File: config.mk
export PLATFORM = sky130hd
export DESIGN_NAME = if_fetch_unit
export DESIGN_NICKNAME = d
export VERILOG_FILES = /design/src/rtl/if_fetch_unit.sv
export SDC_FILE = /design/constraint.sdc
export NUM_CORES = 1
export LEC_CHECK = 0
export CAP_MARGIN = 20
export CORE_MARGIN = 2
export CORE_UTILIZATION = 60
export DETAILED_ROUTE_END_ITERATION = 16
export DONT_BUFFER_PORTS = 1
export PLACE_DENSITY = 0.77
export SLEW_MARGIN = 20
export SYNTH_ARGS = -nofsm -noshare
export SYNTH_HDL_FRONTEND = slang
export SYNTH_SLANG_ARGS = --single-unit
File: constraint.sdc
create_clock -name clk -period 7 [get_ports clk]
set_input_delay 2.1 -clock clk [delete_from_list [all_inputs] [get_ports clk]]
set_output_delay 2.1 -clock clk [all_outputs]
set_load 0.1 [all_outputs]
File: src/rtl/if_fetch_unit.sv
// IF stage of the simplemips pipeline: owns the PC, fetches over a req/ack handshake and
// presents {pc, inst, valid} to IF_ID with bubbles, stall hold, a skid entry and delayed branches.
module if_fetch_unit #(
  parameter logic [31:0] RESET_PC = 32'h0000_0000
) (
  input  logic        clk,
  input  logic        rst,
  input  logic        stall_i,
  input  logic        branch_flag_i,
  input  logic [31:0] branch_target_i,
  output logic        imem_req_o,
  output logic [31:0] imem_addr_o,
  input  logic        imem_ack_i,
  input  logic [31:0] imem_rdata_i,
  output logic [31:0] if_pc_o,
  output logic [31:0] if_inst_o,
  output logic        if_valid_o
);

  // state | meaning
  // START | first edge after reset release, no request yet
  // REQ   | request outstanding at r_pc
  // HOLD  | acked instruction parked in skid while output is stalled; no request
  // FLUSH | wrong-path request in flight at r_flush_addr; its data is dropped
  typedef enum logic [1:0] {START, REQ, HOLD, FLUSH} state_t;

  state_t      r_state, w_state_nxt;
  logic [31:0] r_pc, w_pc_nxt;
  logic [31:0] r_flush_addr, w_flush_addr_nxt;
  logic [31:0] r_redirect_pc, w_redirect_pc_nxt;
  logic        r_pending, w_pending_nxt;
  logic [31:0] r_skid_pc, w_skid_pc_nxt;
  logic [31:0] r_skid_inst, w_skid_inst_nxt;
  logic [31:0] r_out_pc, w_out_pc_nxt;
  logic [31:0] r_out_inst, w_out_inst_nxt;
  logic        r_out_valid, w_out_valid_nxt;
  logic        w_slot_free;
  logic        w_branch;
  logic [31:0] w_pc_inc;

  assign w_slot_free = !r_out_valid || !stall_i;
  // a branch inside a delay slot is undefined, so it is simply not accepted
  assign w_branch    = branch_flag_i && !r_pending && (r_state != FLUSH);
  assign w_pc_inc    = r_pc + 32'd4;

  assign imem_req_o  = (r_state == REQ) || (r_state == FLUSH);
  assign imem_addr_o = (r_state == FLUSH) ? r_flush_addr : r_pc;
  assign if_pc_o     = r_out_pc;
  assign if_inst_o   = r_out_inst;
  assign if_valid_o  = r_out_valid;

  always_comb begin
    w_state_nxt       = r_state;
    w_pc_nxt          = r_pc;
    w_flush_addr_nxt  = r_flush_addr;
    w_redirect_pc_nxt = r_redirect_pc;
    w_pending_nxt     = r_pending;
    w_skid_pc_nxt     = r_skid_pc;
    w_skid_inst_nxt   = r_skid_inst;
    w_out_pc_nxt      = r_out_pc;
    w_out_inst_nxt    = r_out_inst;
    w_out_valid_nxt   = r_out_valid;

    if (w_slot_free) begin
      w_out_inst_nxt  = '0;
      w_out_valid_nxt = 1'b0;
    end

    case (r_state)
      START: begin
        w_state_nxt = REQ;
        if (w_branch) begin
          w_redirect_pc_nxt = branch_target_i;
          w_pending_nxt     = 1'b1;
        end
      end
      REQ: begin
        if (imem_ack_i) begin
          if (w_branch && r_out_valid) begin
            w_pc_nxt = branch_target_i;
          end else begin
            if (w_slot_free) begin
              w_out_pc_nxt    = r_pc;
              w_out_inst_nxt  = imem_rdata_i;
              w_out_valid_nxt = 1'b1;
            end else begin
              w_skid_pc_nxt   = r_pc;
              w_skid_inst_nxt = imem_rdata_i;
              w_state_nxt     = HOLD;
            end
            // the instruction just taken is a delay slot if a redirect is due
            if (w_branch) begin
              w_pc_nxt = branch_target_i;
            end else if (r_pending) begin
              w_pc_nxt      = r_redirect_pc;
              w_pending_nxt = 1'b0;
            end else begin
              w_pc_nxt = w_pc_inc;
            end
          end
        end else if (w_branch) begin
          if (r_out_valid) begin
            w_pc_nxt         = branch_target_i;
            w_flush_addr_nxt = r_pc;
            w_state_nxt      = FLUSH;
          end else begin
            w_redirect_pc_nxt = branch_target_i;
            w_pending_nxt     = 1'b1;
          end
        end
      end
      HOLD: begin
        if (w_branch) begin
          w_pc_nxt        = branch_target_i;
          w_skid_pc_nxt   = '0;
          w_skid_inst_nxt = '0;
          w_state_nxt     = REQ;
        end else if (!stall_i) begin
          w_out_pc_nxt    = r_skid_pc;
          w_out_inst_nxt  = r_skid_inst;
          w_out_valid_nxt = 1'b1;
          w_skid_pc_nxt   = '0;
          w_skid_inst_nxt = '0;
          w_state_nxt     = REQ;
        end
      end
      FLUSH: begin
        if (imem_ack_i) w_state_nxt = REQ;
      end
      default: w_state_nxt = START;
    endcase
  end

  always_ff @(posedge clk or negedge rst) begin
    if (!rst) begin
      r_state       <= START;
      r_pc          <= RESET_PC;
      r_flush_addr  <= '0;
      r_redirect_pc <= '0;
      r_pending     <= 1'b0;
      r_skid_pc     <= '0;
      r_skid_inst   <= '0;
      r_out_pc      <= '0;
      r_out_inst    <= '0;
      r_out_valid   <= 1'b0;
    end else begin
      r_state       <= w_state_nxt;
      r_pc          <= w_pc_nxt;
      r_flush_addr  <= w_flush_addr_nxt;
      r_redirect_pc <= w_redirect_pc_nxt;
      r_pending     <= w_pending_nxt;
      r_skid_pc     <= w_skid_pc_nxt;
      r_skid_inst   <= w_skid_inst_nxt;
      r_out_pc      <= w_out_pc_nxt;
      r_out_inst    <= w_out_inst_nxt;
      r_out_valid   <= w_out_valid_nxt;
    end
  end

endmodule

==> summary.md, run 1 <==
| Metric | Value |
|---|---|
| Final GP Congestion | `approximately 0.85` |
| Clk root buf | `clkbuf_16` |
| Slowest cell on crit path | `o21ai_2` |
| Synth warn | `0` |
| Clock buffer depth | `3` |
| Worst-margin pin slew | `~1.1 ns` |
| Initial Util | `roughly three fifths` |
| RSZ-0062 raised after global routing | `false` |
| Post-Syn Area | `approximately 11000 sq um` |
| Vias in the first global route | `between 7000 and 8000` |
| Area grow syn2layout | `7.642%` |
| Synth area leader | `dfrtp_1` |
| Design area | `approximately 12000 sq um` |
| EDFF count, synth | `0` |
| Layout cell share with drive strength beyond 1 | `between 15 and 20%` |
| Most frequent cell after synthesis | `dfrtp_1` |
| Final #Nets | `~1100` |
| First-pass GRT wire length | `39410 um` |
| Worst rel slew slack | `27.97%` |
| Max stage delay on crit path | `about 0.9 ns` |
| Sequential-to-total area share from yosys stat | `around 53%` |
| Worst-Skew Late Latency | `0.52 ns` |
| F_max | `~210 MHz` |
| IO Pins | `approximately 170` |
| Final hold violation count | `0` |
| WHS | `0.4768 ns` |
| Crit. End Element | `output port` |
| # port buffers | `0` |
| Status | `completed` |
| Post-Route WL | `about 24000 um` |
| CTS Hold Bufs | `0` |
| Mapped Cells | `between 1000 and 1500` |
| Fin Setup TNS | `0 ns` |
| Die area | `19180 sq um` |
| # rows | `49` |
| Num CTS Buffers | `25` |
| Max-slew violations | `0` |
| Hold path cells | `2` |
| Yosys reg bits | `between 200 and 250` |
| Worst Reg-to-Reg Cells | `7` |
| Hold crit path type | `flop to flop` |
| DR DRC count | `0` |
| Ys flop type | `dfrtp_1` |
| Horiz. Die Dim | `roughly 140 um` |
| Setup CP Type | `flop to output port` |
| Post-Syn Nets | `approximately 1100` |
| Post_cts resized | `0` |
| Critical path startpoint category | `flop` |
| Mean routed wirelength per cell | `approximately 20 um` |
| Clock skew | `~0.0098 ns` |
| Buffer count from post-CTS setup fixing | `0` |
| Max Cap Viol | `0` |
| Post-synth cell types | `56` |
| TritonRoute pass-1 iters | `5` |
| Commonest cells post-synth | `dfrtp_1, nand2_1, mux2_2` |
| Largest net degree at the start of global routing | `approximately 230` |
| Routed vias | `7606` |
| Critical Path Fanout Max | `24` |
| Gr usage total | `24.84%` |
| Starting DRC count in detailed routing | `between 400 and 500` |
| Top post-synthesis cells by area | `dfrtp_1, mux2_2, a22o_1` |
| Endpoints failing setup | `0` |
| Cell Chain, Critical Path | `ha_1 > buf_4 > o21ai_2` |
| Critical Path RT | `a little under 5 ns` |
| HPWL Detailed | `around 16000 um` |
| Die H | `between 100 and 150 um` |
| Initial antenna violation count | `0` |
| Fin crit period | `between 4 and 5 ns` |
| Core area | `17840 sq um` |
| # diodes | `0` |
| CP Data Arrival Time | `between 2 and 3 ns` |
| Share of the synthesized area in the top cell type | `approximately 53%` |
| Period utilisation layout | `~67%` |
| Syn avg cell area | `10.47 sq um` |
| Remaining Overflow, GRT | `0` |
| Via-to-Cell Ratio | `approximately 6.1` |
| Clock sink count | `between 200 and 250` |
| CTS tree | `built` |
| CTS HTree Levels | `1` |
| DP Area | `roughly 11000 sq um` |
| Clock transition at path regs | `around 0.060 ns` |
| Routed Antenna Nets | `0` |
| Post-synth ARST share | `100.0%` |
==> cells in the final DEF (no fill, tap or decap), types with 5 or more instances in the layout <==
cell	n
nand2b_1	70
clkbuf_16	25
mux2i_1	8
mux2_2	97
a22oi_1	8
dfrtp_1	228
xnor2_1	11
inv_1	10
buf_4	12
nand3_1	22
and3_1	6
clkbuf_1	10
nor2_1	47
nand4_1	7
nand2_1	131
a21oi_1	28
o211ai_1	8
and4_1	6
xor2_1	8
o311ai_0	5
a22o_1	64
o21ai_0	85
a31oi_1	41
nor2b_1	5
==> logic make-up (layout without fill, tap and decap cells) <==
group,count (synthesis),in the layout,share of synthesized area [%]
adder cells (fa/ha/maj),5,5,0.5763
multiplexers,106,106,10.89
buffers and inverters,97,68,3.942
flip-flops,228,228,52.56
AO/OA/AOI/OAI,268,268,16.49
XOR/XNOR,19,19,1.533
AND/OR/NAND/NOR,314,314,14.00
==> sequential cells by signal, indices dropped and copies added (netlist names) <==
name / cells
if_inst_o: 32
if_pc_o: 32
if_valid_o: 1
r_flush_addr: 32
r_pc: 32
r_pending: 1
r_redirect_pc: 32
r_skid_inst: 32
r_skid_pc: 32
r_state: 2
==> worst max-delay path, delay by kind of cell (launching register included) <==
family	cells	cell delay, ns
DFF	1	0.41
adders and majority gates	1	0.45
buffers and inverters	1	0.34
AOI/OAI and AO/OA	1	0.88
==> final cells by class <==
type	count	area [sq um]
Clock buffer	39	718.2
Clock inverter	6	61.31
Fill cell	1398	6156
Inverter	10	37.54
Multi-Input combinational cell	712	4775
Sequential cell	228	5705
Tap cell	229	286.5
Timing Repair Buffer	13	101.3
==> path summary, 6_finish.rpt <==
path / endpoint / from / slack, ns
hold / removal: r_skid_pc[1]$_DFFE_PN0P_ / r_skid_pc[1]$_DFFE_PN0P_ / 0.48
max in group asynchronous: r_pc[21]$_DFFE_PN0P_ / rst / 5.34
setup / recovery: imem_addr_o[22] / r_state[0]$_DFFE_PN0P_ / 2.29
setup reg to reg: r_pc[10]$_DFFE_PN0P_ / r_state[0]$_DFFE_PN0P_ / 3.60
min in group asynchronous: if_pc_o[24]$_DFFE_PN0P_ / rst / 1.28
hold reg to reg: r_skid_pc[1]$_DFFE_PN0P_ / r_skid_pc[1]$_DFFE_PN0P_ / 0.48
==> through the flow <==
step,util [%],setup slack (ns),instances
after global placement,61.06,2.784,1192
final,65.50,2.293,1237
after detailed placement,61.06,2.704,1192
after global routing,65.50,2.228,1237
after floorplan,-,1.793,1037
after CTS,65.43,2.274,1237
==> metal layers <==
metal,track usage [%],routed length (um),vias up
met5,0,0,-
met4,7.787,718,0
met3,7.897,2072,53
met2,35.54,10590,233
met1,36.43,10820,3714
li1,-,-,3606
Power of run 1 is not shown: default switching activity piles up to over one toggle a cycle in this logic, so the estimate is an artifact.
==> run 2: changes to the inputs <==
Settings changed: CORE_UTILIZATION 60 to 58.
Clock period 7 ns to 4.25 ns, I/O delays scaled along.
==> run 2 against run 1 <==
Die area is 3.3% higher. Global-route usage increased by 0.30 points. Flip-flop and latch count unchanged. Final cell count up 0.81%. Via count increased by 1.3%. Critical endpoint is now imem_addr_o[20].
==> summary.md, run 2 (synthesized netlist as in run 1, its figures left out) <==
| Metric | Value |
|---|---|
| Clock skew | `0.01253 ns (+0.002713 ns)` |
| Largest net degree at the start of global routing | `229 (unchanged)` |
| CTS Hold Bufs | `0 (unchanged)` |
| Critical Path Fanout Max | `25 (+4.2%)` |
| Met1 usage | `36.95% (+0.52 points)` |
| Mean routed wirelength per cell | `20.04 um (+2.4%)` |
| Routed Antenna Nets | `0 (unchanged)` |
| Num CTS Buffers | `24 (-4.0%)` |
| Buffer count from post-CTS setup fixing | `0 (unchanged)` |
| First-pass GRT wire length | `40580 um (+3.0%)` |
| Worst-margin pin slew | `0.9853 ns (-0.09502 ns)` |
| CP Data Arrival Time | `2.51 ns (-0.10 ns)` |
| Max stage delay on crit path | `0.61 ns (-0.27 ns)` |
| Worst-Skew Late Latency | `0.51 ns (about the same)` |
| Worst rel slew slack | `34.32% (+6.3 points)` |
| Routed vias | `7703 (+1.3%)` |
| Fin crit period | `~3.8 ns` |
| Hold crit path type | `primary input to async pin` |
| Final hold violation count | `0 (unchanged)` |
| Setup CP Type | `flop to output port` |
| Initial Util | `58.62% (-2.2 points)` |
| CTS tree | `built` |
| Clock buffer depth | `3 (unchanged)` |
| HPWL Detailed | `16380 um (+5.1%)` |
| Clock transition at path regs | `0.06 ns (about the same)` |
| Die area | `19830 sq um (+3.3%)` |
| Reg2reg start | `r_state[0]$_DFFE_PN0P_` |
| # rows | `50 (+2.0%)` |
| Layout cell share with drive strength beyond 1 | `16.29% (+0.51 points)` |
| Most frequent cells in the layout | `dfrtp_1, nand2_1, mux2_2` |
| Met2 Resource Use GR | `37.69% (+2.2 points)` |
| Area grow syn2layout | `8.322%` |
| Post-Route WL | `24990 um (+3.2%)` |
| Fin Setup TNS | `0 ns (unchanged)` |
| TritonRoute pass-1 iters | `7 (+2)` |
| Initial antenna violation count | `0 (unchanged)` |
| Remaining Overflow, GRT | `0 (unchanged)` |
| Max Cap Viol | `0 (unchanged)` |
| Final #Nets | `1070 (+0.56%)` |
| Worst Reg-to-Reg Cells | `6 (-1)` |
| Status | `completed` |
| Final GP Congestion | `0.9014 (+5.7%)` |
| IO Pins | `167 (unchanged)` |
| CTS HTree Levels | `1 (unchanged)` |
| Max-slew violations | `0 (unchanged)` |
| Horiz. Die Dim | `140.8 um (+1.7%)` |
| # port buffers | `0 (unchanged)` |
| CP Buf/Inv Count | `1 (unchanged)` |
| CP delay by family, top | `multiplexers` |
| Via-to-Cell Ratio | `6.177 (+0.46%)` |
| Clock sink count | `228 (unchanged)` |
| DP Area | `10970 sq um (+0.65%)` |
| Commonest non-fill, non-tap cell in the layout | `dfrtp_1` |
| Post_cts resized | `0 (unchanged)` |
| Gr usage total | `25.14% (+0.30 points)` |
| F_max | `264.5 MHz` |
| DR DRC count | `0 (unchanged)` |
| RR Endpoint | `r_pc[17]$_DFFE_PN0P_` |
| Slowest cell on crit path | `mux2_2` |
| RSZ-0062 raised after global routing | `false` |
| Endpoints failing setup | `0 (unchanged)` |
| R2R Setup Slk | `1.08 ns (-2.52 ns)` |
| Period utilisation layout | `about 89%` |
| Critical path startpoint category | `flop` |
| Design area | `11760 sq um (+0.63%)` |
| Crit. End Element | `output port` |
| Die H | `140.8 um (+1.7%)` |
| Core area | `18520 sq um (+3.8%)` |
| Global Route met3 Usage | `5.910% (-2.0 points)` |
| Cell Chain, Critical Path | `ha_1 > buf_4 > mux2_2` |
| Final core utilization | `63.50% (-2.0 points)` |
| Clk root buf | `clkbuf_16` |
| Critical Path RT | `2.97 ns (-1.93 ns)` |
| Busiest grt layer | `met2` |
| Vias in the first global route | `7362 (+1.9%)` |
| Starting DRC count in detailed routing | `538 (+12%)` |
| # diodes | `0 (unchanged)` |
## run 2: cell count changes in the layout (fill, tap and decap cells not counted), sizes merged
cell	previous run	this run
buf	13	20
clkinvlp	1	0
inv	11	10
## run 2: cell type report
class                      count  area [sq um]
clock buffer                  39         748.2
clock inverter                 4         45.04
fill                        1466          6759
inverter                      10         37.54
multi-input combinational    712          4767
sequential                   228          5705
tap                          234         292.8
timing repair buffer          20         162.7
## run 2: worst max path at each step
stage,slack (ns),startpoint,cells past startpoint,endpoint
final,0.47,r_state[0]$_DFFE_PN0P_,3,imem_addr_o[20]
after global routing,0.37,r_state[0]$_DFFE_PN0P_,3,imem_addr_o[20]
after CTS,0.46,r_state[0]$_DFFE_PN0P_,3,imem_addr_o[20]
after detailed placement,1.01,r_state[0]$_DFFE_PN0P_,3,imem_addr_o[20]
after global placement,1.07,r_state[0]$_DFFE_PN0P_,3,imem_addr_o[19]
after floorplan,0.63,r_state[0]$_DFFE_PN0P_,4,imem_addr_o[22]
## run 2: routing by layer
| metal | wire length, um | part of all wire [%] | up-vias |
|---|---|---|---|
| li1 | - | - | 3622 |
| met1 | 11010 | 44 | 3750 |
| met2 | 11200 | 45 | 285 |
| met3 | 2189 | 8.8 | 46 |
| met4 | 583 | 2.3 | 0 |
| met5 | 0 | 0 | - |
## run 2: through the flow
stage / worst slack, ns / cells / hold slack [ns]
after floorplan: 0.6275 / 1037 / 0.4502
after global placement: 1.067 / 1204 / 0.4617
after detailed placement: 1.015 / 1204 / 0.4706
after CTS: 0.4599 / 1247 / 0.4571
after global routing: 0.3697 / 1247 / 0.4480
final: 0.4696 / 1247 / 0.4743
Power of run 2 is left out for the same reason.
==> run 3: changes to the inputs <==
Settings changed: CORE_UTILIZATION 58 to 60, CTS_BUF_LIST set to sky130_fd_sc_hd__clkbuf_2, PLACE_DENSITY 0.77 to 0.8.
==> run 3 against run 2 <==
Sequential share of layout area grew 1.6 points. Setup slack lost 0.33 ns. Global-route usage rose by 1.0 points. Routed wire length increased by 0.38%. Flip-flop and latch count unchanged. Clock skew up 0.029 ns. Worst hold slack got worse by 0.31 ns. Critical path depth is the same. Utilization increased by 0.33 points. Final area is 3.2% lower. Via count is 1.9% higher. Highest routed layer unchanged.
==> summary.md, run 3 (synthesized netlist as in run 1, its figures left out) <==
| Metric | Value |
|---|---|
| CTS tree | `built` |
| First-pass GRT wire length | `41030 um (+1.1%)` |
| Crit. End Element | `output port` |
| Post_cts resized | `0 (unchanged)` |
| HPWL Detailed | `16230 um (-0.89%)` |
| CP Data Arrival Time | `2.84 ns (+0.33 ns)` |
| Max Cap Viol | `0 (unchanged)` |
| Initial Util | `60.85% (+2.2 points)` |
| Fin Setup TNS | `0 ns (unchanged)` |
| Core area | `17840 sq um (-3.7%)` |
| Area grow syn2layout | `4.899%` |
| Remaining Overflow, GRT | `0 (unchanged)` |
| Worst-margin pin slew | `0.9799 ns (-0.005356 ns)` |
| Clock sink count | `228 (unchanged)` |
| Via-to-Cell Ratio | `6.088 (-1.4%)` |
| Starting DRC count in detailed routing | `584 (+8.6%)` |
| Horiz. Die Dim | `138.5 um (-1.6%)` |
| Hold crit path type | `primary input to async pin` |
| TritonRoute pass-1 iters | `5 (-2)` |
| Slowest cell on crit path | `mux2_2` |
| Mean routed wirelength per cell | `19.46 um (-2.9%)` |
| # port buffers | `0 (unchanged)` |
| Fill cells | `1421 (-3.1%)` |
| Most frequent cells in the layout | `dfrtp_1, nand2_1, mux2_2` |
| Buffer count from post-CTS setup fixing | `0 (unchanged)` |
| Initial antenna violation count | `1 (+1)` |
| Critical Path RT | `2.97 ns (about the same)` |
| Clock skew | `0.04147 ns (+0.02894 ns)` |
| Die area | `19180 sq um (-3.2%)` |
| Cell Chain, Critical Path | `ha_1 > buf_4 > mux2_2` |
| IO Pins | `167 (unchanged)` |
| Layout cell share with drive strength beyond 1 | `19.64% (+3.4 points)` |
| Final hold violation count | `0 (unchanged)` |
| Max stage delay on crit path | `0.60 ns (about the same)` |
| # rows | `49 (-2.0%)` |
| CTS Hold Bufs | `0 (unchanged)` |
| Period utilisation layout | `96.73% (+7.8 points)` |
| F_max | `243.3 MHz (-8.0%)` |
| CTS HTree Levels | `2 (+1)` |
| Num CTS Buffers | `57 (+140%)` |
| Commonest non-fill, non-tap cell in the layout | `dfrtp_1` |
| DR DRC count | `0 (unchanged)` |
| Clk root buf | `clkbuf_2` |
| Clock buffer depth | `3 (unchanged)` |
| Endpoints failing setup | `0 (unchanged)` |
| Max-slew violations | `0 (unchanged)` |
| Status | `completed` |
| Largest net degree at the start of global routing | `229 (unchanged)` |
| Gr usage total | `26.19% (+1.0 points)` |
| Clock transition at path regs | `0.10 ns (+0.04 ns)` |
| Setup CP Type | `flop to output port` |
| Final #Nets | `1101 (+2.9%)` |
| Vias in the first global route | `7678 (+4.3%)` |
| Die H | `138.5 um (-1.6%)` |
| Critical Path Fanout Max | `24 (-4.0%)` |
| RSZ-0062 raised after global routing | `false` |
| Worst-Skew Late Latency | `0.82 ns (+0.31 ns)` |
| Worst rel slew slack | `34.67% (+0.36 points)` |
| Post-Route WL | `25080 um (+0.38%)` |
| Routed vias | `7847 (+1.9%)` |
| Critical path startpoint category | `flop` |
| Fin crit period | `4.111 ns (+0.3306 ns)` |
| Final GP Congestion | `0.8382 (-7.0%)` |
| Routed Antenna Nets | `0 (unchanged)` |
-- run 3: changes by cell type in the layout (fill, tap and decap cells not counted), sizes merged --
cell / before / now
diode: 0 / 1
buf: 20 / 18
inv: 10 / 12
clkinv: 3 / 11
bufinv: 1 / 0
clkbuf: 39 / 78
-- run 3: path summary, 6_finish.rpt --
kind | slack [ns] | depth (start not counted) | start | endpoint
setup / recovery | 0.14 | 3 | r_state[0]$_DFFE_PN0P_ | imem_addr_o[29]
hold / removal | 0.16 | 0 | rst | if_pc_o[29]$_DFFE_PN0P_
setup reg to reg | 0.97 | 6 | r_state[0]$_DFFE_PN0P_ | r_pc[17]$_DFFE_PN0P_
hold reg to reg | 0.48 | 2 | r_skid_pc[20]$_DFFE_PN0P_ | r_skid_pc[20]$_DFFE_PN0P_
max in group asynchronous | 3.70 | 0 | rst | r_redirect_pc[17]$_DFFE_PN0P_
min in group clk | 0.48 | 2 | r_skid_pc[20]$_DFFE_PN0P_ | r_skid_pc[20]$_DFFE_PN0P_
-- run 3: critical path: cells and delay by family (launching register included) --
kind / cells / cell delay [ns]
muxes: 1 / 0.60
buffers and inverters: 1 / 0.43
adders and majority gates: 1 / 0.59
DFF: 1 / 0.41
-- run 3: cell type report --
cell class              instances  area (sq um)  area share [%]
clock buffers                  78         390.4           3.428
multi-input cells             712          4767           41.86
inverters                      10         37.54          0.3296
flip-flops and latches        228          5705           50.10
well taps                     229         286.5           2.516
repair buffers                 18         147.6           1.297
diodes                          1         2.502         0.02198
clock inverters                13         50.05          0.4395
-- run 3: layer usage --
| layer | wire length, um | global-route usage [%] | part of all wire [%] |
|---|---|---|---|
| met5 | 0 | 0 | 0 |
| met3 | 2269 | 7.932 | 9.0 |
| met2 | 11480 | 39.21 | 46 |
| met1 | 10770 | 36.81 | 43 |
| met4 | 558 | 8.915 | 2.2 |
-- run 3: per-stage QoR --
step | instances | area, sq um | hold slack (ns) | utilization (%) | setup slack [ns]
after floorplan | 1037 | 10860 | 0.4502 | - | 0.6275
after CTS | 1288 | 11380 | 0.04993 | 63.81 | 0.08941
final | 1289 | 11390 | 0.1636 | 63.83 | 0.1390
after global routing | 1289 | 11390 | 0.06296 | 63.83 | 0.009576
after detailed placement | 1197 | 10940 | 0.4704 | 61.34 | 0.9830
after global placement | 1197 | 10940 | 0.4617 | 61.34 | 1.038
Power of run 3 is left out for the same reason.
